==> config.mk <==
export PLATFORM = sky130hd
export DESIGN_NAME = y_drive_sequencer
export DESIGN_NICKNAME = d
export VERILOG_FILES = /design/src/rtl/y_drive_sequencer.sv
export SDC_FILE = /design/constraint.sdc
export NUM_CORES = 1
export LEC_CHECK = 0
export CORE_MARGIN = 8
export CORE_UTILIZATION = 54
export DETAILED_ROUTE_END_ITERATION = 16
export PLACE_DENSITY = 0.94
export SYNTH_ARGS = -nofsm -noshare
export SYNTH_HDL_FRONTEND = slang
export SYNTH_SLANG_ARGS = --single-unit
==> constraint.sdc <==
create_clock -name CLK -period 3.91 [get_ports CLK]
set_input_delay 0.5865 -clock CLK [delete_from_list [all_inputs] [get_ports CLK]]
set_output_delay 0.5865 -clock CLK [all_outputs]
set_load 0.02 [all_outputs]
==> src/rtl/y_drive_sequencer.sv <==
// Core-memory Y-drive sequencer: latches a one-hot Y group select, then runs
// read drive, a dead gap and write drive, with a sense strobe and completion pulse.
module y_drive_sequencer #(
    parameter int READ_CYC  = 4,
    parameter int GAP_CYC   = 2,
    parameter int WRITE_CYC = 4
) (
    input  logic       CLK,
    input  logic       RST_N,
    input  logic       AY00N,
    input  logic       AY10N,
    input  logic       AY20N,
    input  logic       AY30N,
    input  logic       AY40N,
    input  logic       AY50N,
    input  logic       AY60N,
    input  logic       AY70N,
    input  logic       STRT,
    output logic [7:0] YRD,
    output logic [7:0] YWR,
    output logic       SENS,
    output logic       BUSY,
    output logic       DONE,
    output logic       ADRERR,
    output logic       ORUN
);

    localparam int MAX_RG = (READ_CYC > GAP_CYC) ? READ_CYC : GAP_CYC;
    localparam int MAX_CYC = (MAX_RG > WRITE_CYC) ? MAX_RG : WRITE_CYC;
    localparam int CW = $clog2(MAX_CYC) + 1;

    localparam logic [CW-1:0] READ_LD  = CW'(READ_CYC - 1);
    localparam logic [CW-1:0] GAP_LD   = CW'(GAP_CYC - 1);
    localparam logic [CW-1:0] WRITE_LD = CW'(WRITE_CYC - 1);

    typedef enum logic [2:0] {
        IDLE  = 3'd0,
        LATCH = 3'd1,
        READ  = 3'd2,
        GAP   = 3'd3,
        WRITE = 3'd4,
        FIN   = 3'd5
    } state_t;

    state_t        state, state_nxt;
    logic [7:0]    ysel, ysel_nxt;
    logic [CW-1:0] cnt, cnt_nxt;
    logic          adrerr_nxt, orun_nxt;
    logic [7:0]    yrd_nxt, ywr_nxt;
    logic          sens_nxt, busy_nxt, done_nxt;

    logic [7:0] ay_sel;
    logic       ay_onehot;

    assign ay_sel    = ~{AY70N, AY60N, AY50N, AY40N, AY30N, AY20N, AY10N, AY00N};
    assign ay_onehot = (ay_sel != 8'd0) && ((ay_sel & (ay_sel - 8'd1)) == 8'd0);

    always_comb begin
        state_nxt  = state;
        ysel_nxt   = ysel;
        cnt_nxt    = cnt;
        adrerr_nxt = ADRERR;
        orun_nxt   = ORUN;

        // A start seen in IDLE is accepted and clears the sticky flags;
        // anywhere else it is dropped and flagged as an overrun.
        if (STRT) begin
            if (state == IDLE) begin
                adrerr_nxt = 1'b0;
                orun_nxt   = 1'b0;
            end else begin
                orun_nxt   = 1'b1;
            end
        end

        case (state)
            IDLE: begin
                if (STRT) state_nxt = LATCH;
            end
            LATCH: begin
                ysel_nxt = ay_sel;
                if (ay_onehot) begin
                    state_nxt = READ;
                    cnt_nxt   = READ_LD;
                end else begin
                    state_nxt  = FIN;
                    adrerr_nxt = 1'b1;
                end
            end
            READ: begin
                if (cnt == '0) begin
                    state_nxt = GAP;
                    cnt_nxt   = GAP_LD;
                end else begin
                    cnt_nxt = cnt - 1'b1;
                end
            end
            GAP: begin
                if (cnt == '0) begin
                    state_nxt = WRITE;
                    cnt_nxt   = WRITE_LD;
                end else begin
                    cnt_nxt = cnt - 1'b1;
                end
            end
            WRITE: begin
                if (cnt == '0) state_nxt = FIN;
                else           cnt_nxt   = cnt - 1'b1;
            end
            FIN: begin
                state_nxt = IDLE;
            end
            default: begin
                state_nxt = IDLE;
            end
        endcase
    end

    // Outputs are decoded from the next-state values so the registered copies
    // line up cycle-for-cycle with the state they describe.
    always_comb begin
        yrd_nxt  = (state_nxt == READ)  ? ysel_nxt : 8'd0;
        ywr_nxt  = (state_nxt == WRITE) ? ysel_nxt : 8'd0;
        sens_nxt = (state_nxt == READ) && (cnt_nxt == '0);
        busy_nxt = (state_nxt != IDLE);
        done_nxt = (state_nxt == FIN);
    end

    always_ff @(posedge CLK or negedge RST_N) begin
        if (!RST_N) begin
            state  <= IDLE;
            ysel   <= 8'd0;
            cnt    <= '0;
            YRD    <= 8'd0;
            YWR    <= 8'd0;
            SENS   <= 1'b0;
            BUSY   <= 1'b0;
            DONE   <= 1'b0;
            ADRERR <= 1'b0;
            ORUN   <= 1'b0;
        end else begin
            state  <= state_nxt;
            ysel   <= ysel_nxt;
            cnt    <= cnt_nxt;
            YRD    <= yrd_nxt;
            YWR    <= ywr_nxt;
            SENS   <= sens_nxt;
            BUSY   <= busy_nxt;
            DONE   <= done_nxt;
            ADRERR <= adrerr_nxt;
            ORUN   <= orun_nxt;
        end
    end

endmodule
# Word-level counts from Yosys, hierarchy flattened
# Cells that the tools add are included.
# op_classes
addsub,2
eq_ne,7
n_mux,19
bitwise_logic,2
n_reduce_logical,8
# ops
operator,n
2-to-1 mux 3 bit,9
2-to-1 mux 8 bit,3
one-hot mux 3 bit (5 select lines),1
one-hot mux 3 bit (4 select lines),1
"== test 3 x 2 -> 1 bit, second input constant",3
"== test 3 bit, second input constant",3
zero test 3 bit,3
bitwise AND 8 bit,1
zero test 8 bit,1
NOT 8 bit,1
nonzero test 8 bit,1
"subtractor 8 x 1 -> 8 bit, second input constant",1
2-to-1 mux 1 bit,5
"== test 3 x 1 -> 1 bit, second input constant",1
nonzero test 3 bit,1
"subtractor 3 x 1 -> 3 bit, second input constant",1
logical AND 1 bit,2
# totals
register_bits,35
inputBits,11
out_inout_bits,21
wordCells,48

# Logic depth before layout (Yosys ltp)
# logic_depth
ltp_word,9
ltp_mapped,9
ltp_nobuf,9

# Least setup slack after synthesis
# Ideal clock, no wire load.
# synth_timing
kind,in2reg
start,input AY10N
end,register SENS
setup_ps,96
t_arrival_ps,1644
t_required_ps,3814
setup_slack_ps,2170
stages,6
path_cell_list,nand2_1 or2_4 o22ai_4 o211ai_2 a31o_1 nor4_2
# synth_via
elab_chain_len,9
word_cells_on_any_way,13
# synth_rtl
element,line,source
start: declaration,11,"input logic AY10N,"
NOT 8 bit (*),55,"assign ay_sel = ~{AY70N, AY60N, AY50N, AY40N, AY30N, AY20N, AY10N, AY00N};"
subtractor 8 x 1 -> 8 bit,56,assign ay_onehot = (ay_sel != 8'd0) && ((ay_sel & (ay_sel - 8'd1)) == 8'd0);
bitwise AND 8 bit,56,
zero test 8 bit,56,
logical AND 1 bit (*),56,
2-to-1 mux 3 bit (*),82,if (ay_onehot) begin
one-hot mux 3 bit (4 select lines) (*),76,case (state)
net cnt_nxt[2],47,"logic [CW-1:0] cnt, cnt_nxt;"
zero test 3 bit (*),124,sens_nxt = (state_nxt == READ) && (cnt_nxt == '0);
logical AND 1 bit (*),124,
net sens_nxt,50,"logic sens_nxt, busy_nxt, done_nxt;"
end signal: assignment,147,SENS <= sens_nxt;
end: declaration,21,"output logic SENS,"
# The timed path passes the listed nets; every way through them passes the cells marked *.
# A chain may end at the register's enable or synchronous reset.

# Final worst setup path
# layout_timing
start,register cnt[0]
end,register SENS
# layout_via
elab_chain_len,5
word_cells_on_any_way,14
# layout_rtl
element,line,source
start: declaration,47,
start signal: assignment,144,cnt <= cnt_nxt;
subtractor 3 x 1 -> 3 bit or zero test 3 bit (tied branches),-,
"2-to-1 mux 3 bit, on equally long branches","107, 91, 99",
one-hot mux 3 bit (4 select lines) or one-hot mux 3 bit (5 select lines) (tied branches),76,
zero test 3 bit or == test 3 x 2 -> 1 bit (tied branches),124,
logical AND 1 bit (*),124,
net sens_nxt,50,
# Marked as above.

==> reports/summary.txt <==
outcome -> finished, final reports clean
CP required -> 4.14 ns
antenna violations before repair -> 0
Initial Util -> 57.0%
# IOs -> 32
vias per cell -> 5.91
CTS tree -> yes
total wire length -> 3490 µm
number of synthesized flops with an enable pin -> 0
setup TNS -> 0 ns
Syn Area/Cell -> 10.2 µm²
Simple-Gate Fraction of Synth Area -> 21.4%
Inst Count DP -> 213
Final Cell Area -> 1970 µm²
Final setup viols -> 0
Total GRT Usage -> 14.6%
final net count -> 203
post-CTS sizing -> 0
Setup CP Type -> flop to flop
post-synth cell types -> 37
final cell count without fillers -> 220
clock root buffer -> clkbuf_4
Main synth FF type -> dfrtp_1
CTS buffer count -> 5
DRT antenna net count -> 0
Port-buffer cells -> 31
Async SR Flop Fraction -> 100%
Max Used Layer -> met4
Synth Warn # -> 0
post-synthesis adder-cell area fraction -> 2.37%
CTS Buffer Depth -> 2
DR pass1 iterations -> 5
Synthesized Nets -> 169
Mapped Area -> 1580 µm²
Critical Path Start Type -> flop
power per cell area -> 665 nW/µm²
die area -> 4920 µm²
Hold Buf Count CTS -> 0
Post-DP Area -> 1920 µm²
multi-input logic area -> 662 µm²
final core occ -> 70.9%
H-tree levels -> 2
main combinational cell family by area after synthesis -> simple AND/OR/NAND/NOR gates
actual slew at the worst max-slew pin -> 0.789 ns
M1 wire length -> 1380 µm
CP Capture Type -> flop
Filler cells -> 204
layout cells sized above 1 -> 8.99%
HP Start -> ORUN
fmax -> 455 MHz
RR Startpoint -> cnt[0]
clk sinks -> 35
vias in the first global route -> 1308
Clock Pin Slew Worst Setup and Hold Paths -> 0.10 ns
largest net degree at the start of global routing -> 36
Hold Path Class -> flop to flop
total number of vias -> 1300
commonest non-fill, non-tap cell in the layout -> dfrtp_1
Max Transition Viols Final -> 0
WL/cell -> 15.9 µm
Final Hold Vio Count -> 0
Clk Latency, worst-skew pair -> 0.34 ns
commonest cells after routing, fill and taps aside -> dfrtp_1 (35), clkdlybuf4s50_1 (31), nand2_1 (18)
unrepaired setup endpoints after global routing -> false
DRC violations left -> 0
Synth Area in Compound Gates -> 16.8%
Post-DP HPWL -> 2610 µm
grt ovf -> 0
# diodes -> 0
flop and latch count out of synthesis -> 35
register area share after synthesis -> 55.3%
Peak supply drop -> 0.488 mV
Die Wd -> 70.2 µm
setup bufs post-CTS -> 0
core area -> 2780 µm²
register area -> 876 µm²
Synth Area in XOR/XNOR -> 0.553%
CP Max Fanout -> 6
first-pass GRT wire length -> 5830 µm
Initial DRC Count -> 79
Final period util -> 56.2%
Cells after Synth -> 155
Worst slew margin -> 47.2%
Die H -> 70.2 µm
Worst EP arrival -> 2.43 ns
max cap viols -> 0
num rows -> 19
post-synthesis mux area share -> 0.632%
minimum clock period -> 2.20 ns
Layout area overhead -> 24.6%
Critical Path Start -> cnt[0]
static leakage -> 0.873 nW
WL met2 -> 1820 µm
routability congestion estimate -> 0.834
Layout Skew -> 0.00518 ns
met3 wire length -> 204 µm
==> layer usage <==
layer	GRT usage [%]	vias to the layer above
met1	15.2	641
met5	0	-
li1	-	597
met3	3.67	11
met4	9.15	0
met2	25.6	51
==> layout make-up <==
class	instances	share of cell area (%)
Inverter	6	1.14
Clock inverter	1	0.254
Multi-Input combinational cell	109	33.5
Timing Repair Buffer	32	16.1
Tap cell	31	1.97
Clock buffer	6	2.60
Sequential cell	35	44.4
==> kinds of logic after synthesis <==
kind of cell               Yosys count
xor gates and xnor gates             1
muxes                                1
buffers and inverters               11
adders and majority gates            3
DFF                                 35
and+or+nand+nor                     64
AOI/OAI and AO/OA                   40
==> flip-flops by register name (all words and copies together) (netlist names) <==
register,flops
YRD,8
YWR,8
ysel,8
cnt,3
state,3
ADRERR,1
BUSY,1
DONE,1
ORUN,1
SENS,1
==> final timing paths <==
kind / endpoint / cells past startpoint / slack, ns
max: SENS / 9 / 1.71
min: ORUN / 1 / 0.50
max reg2reg: SENS / 9 / 1.71
min reg2reg: ORUN / 1 / 0.50
max in group asynchronous: DONE / 2 / 2.93
min in group asynchronous: ysel[7] / 2 / 0.68
==> worst max-delay path: stages (launching register included) <==
cell and delay [ns]:
dfrtp_1 0.41, inv_1 0.13, ha_1 0.21, nor2b_1 0.37, inv_1 0.20, a211oi_1 0.30, a21oi_1 0.07, a21oi_1 0.21
nand2b_1 0.15, nor4_2 0.04
==> power breakdown <==
part,total [mW],leakage [nW],internal (mW),switching [mW]
combinational,0.552,0.386,0.233,0.319
sequential,0.565,0.453,0.473,0.0916
clock,0.195,0.0341,0.0832,0.112
total,1.31,0.873,0.789,0.523
==> cell usage after synthesis (all sizes together) (2+ instances only) <==
cell	n	share of area (%)
a21oi	9	3.3
a31oi	2	0.79
and2	9	3.6
buf	4	1.3
dfrtp	35	55
ha	3	2.4
inv	6	1.4
nand2	18	4.3
nand3	3	1.3
nand3b	3	1.4
nor2	13	3.1
nor2b	10	3.9
nor3b	2	0.95
nor4	3	1.6
o211ai	2	1.3
o21ai	17	5.6
o22ai	2	1.7
or2	2	0.95
==> metrics by stage <==
stage	hold WS (ns)	power (mW)	setup WS, ns
after floorplan	0.291	0.921	2.17
after global placement	0.462	1.08	1.43
after detailed placement	0.481	1.12	1.36
after CTS	0.504	1.31	1.71
after global routing	0.510	1.40	1.58
final	0.499	1.31	1.71
Power figures use the tool's default switching activity.
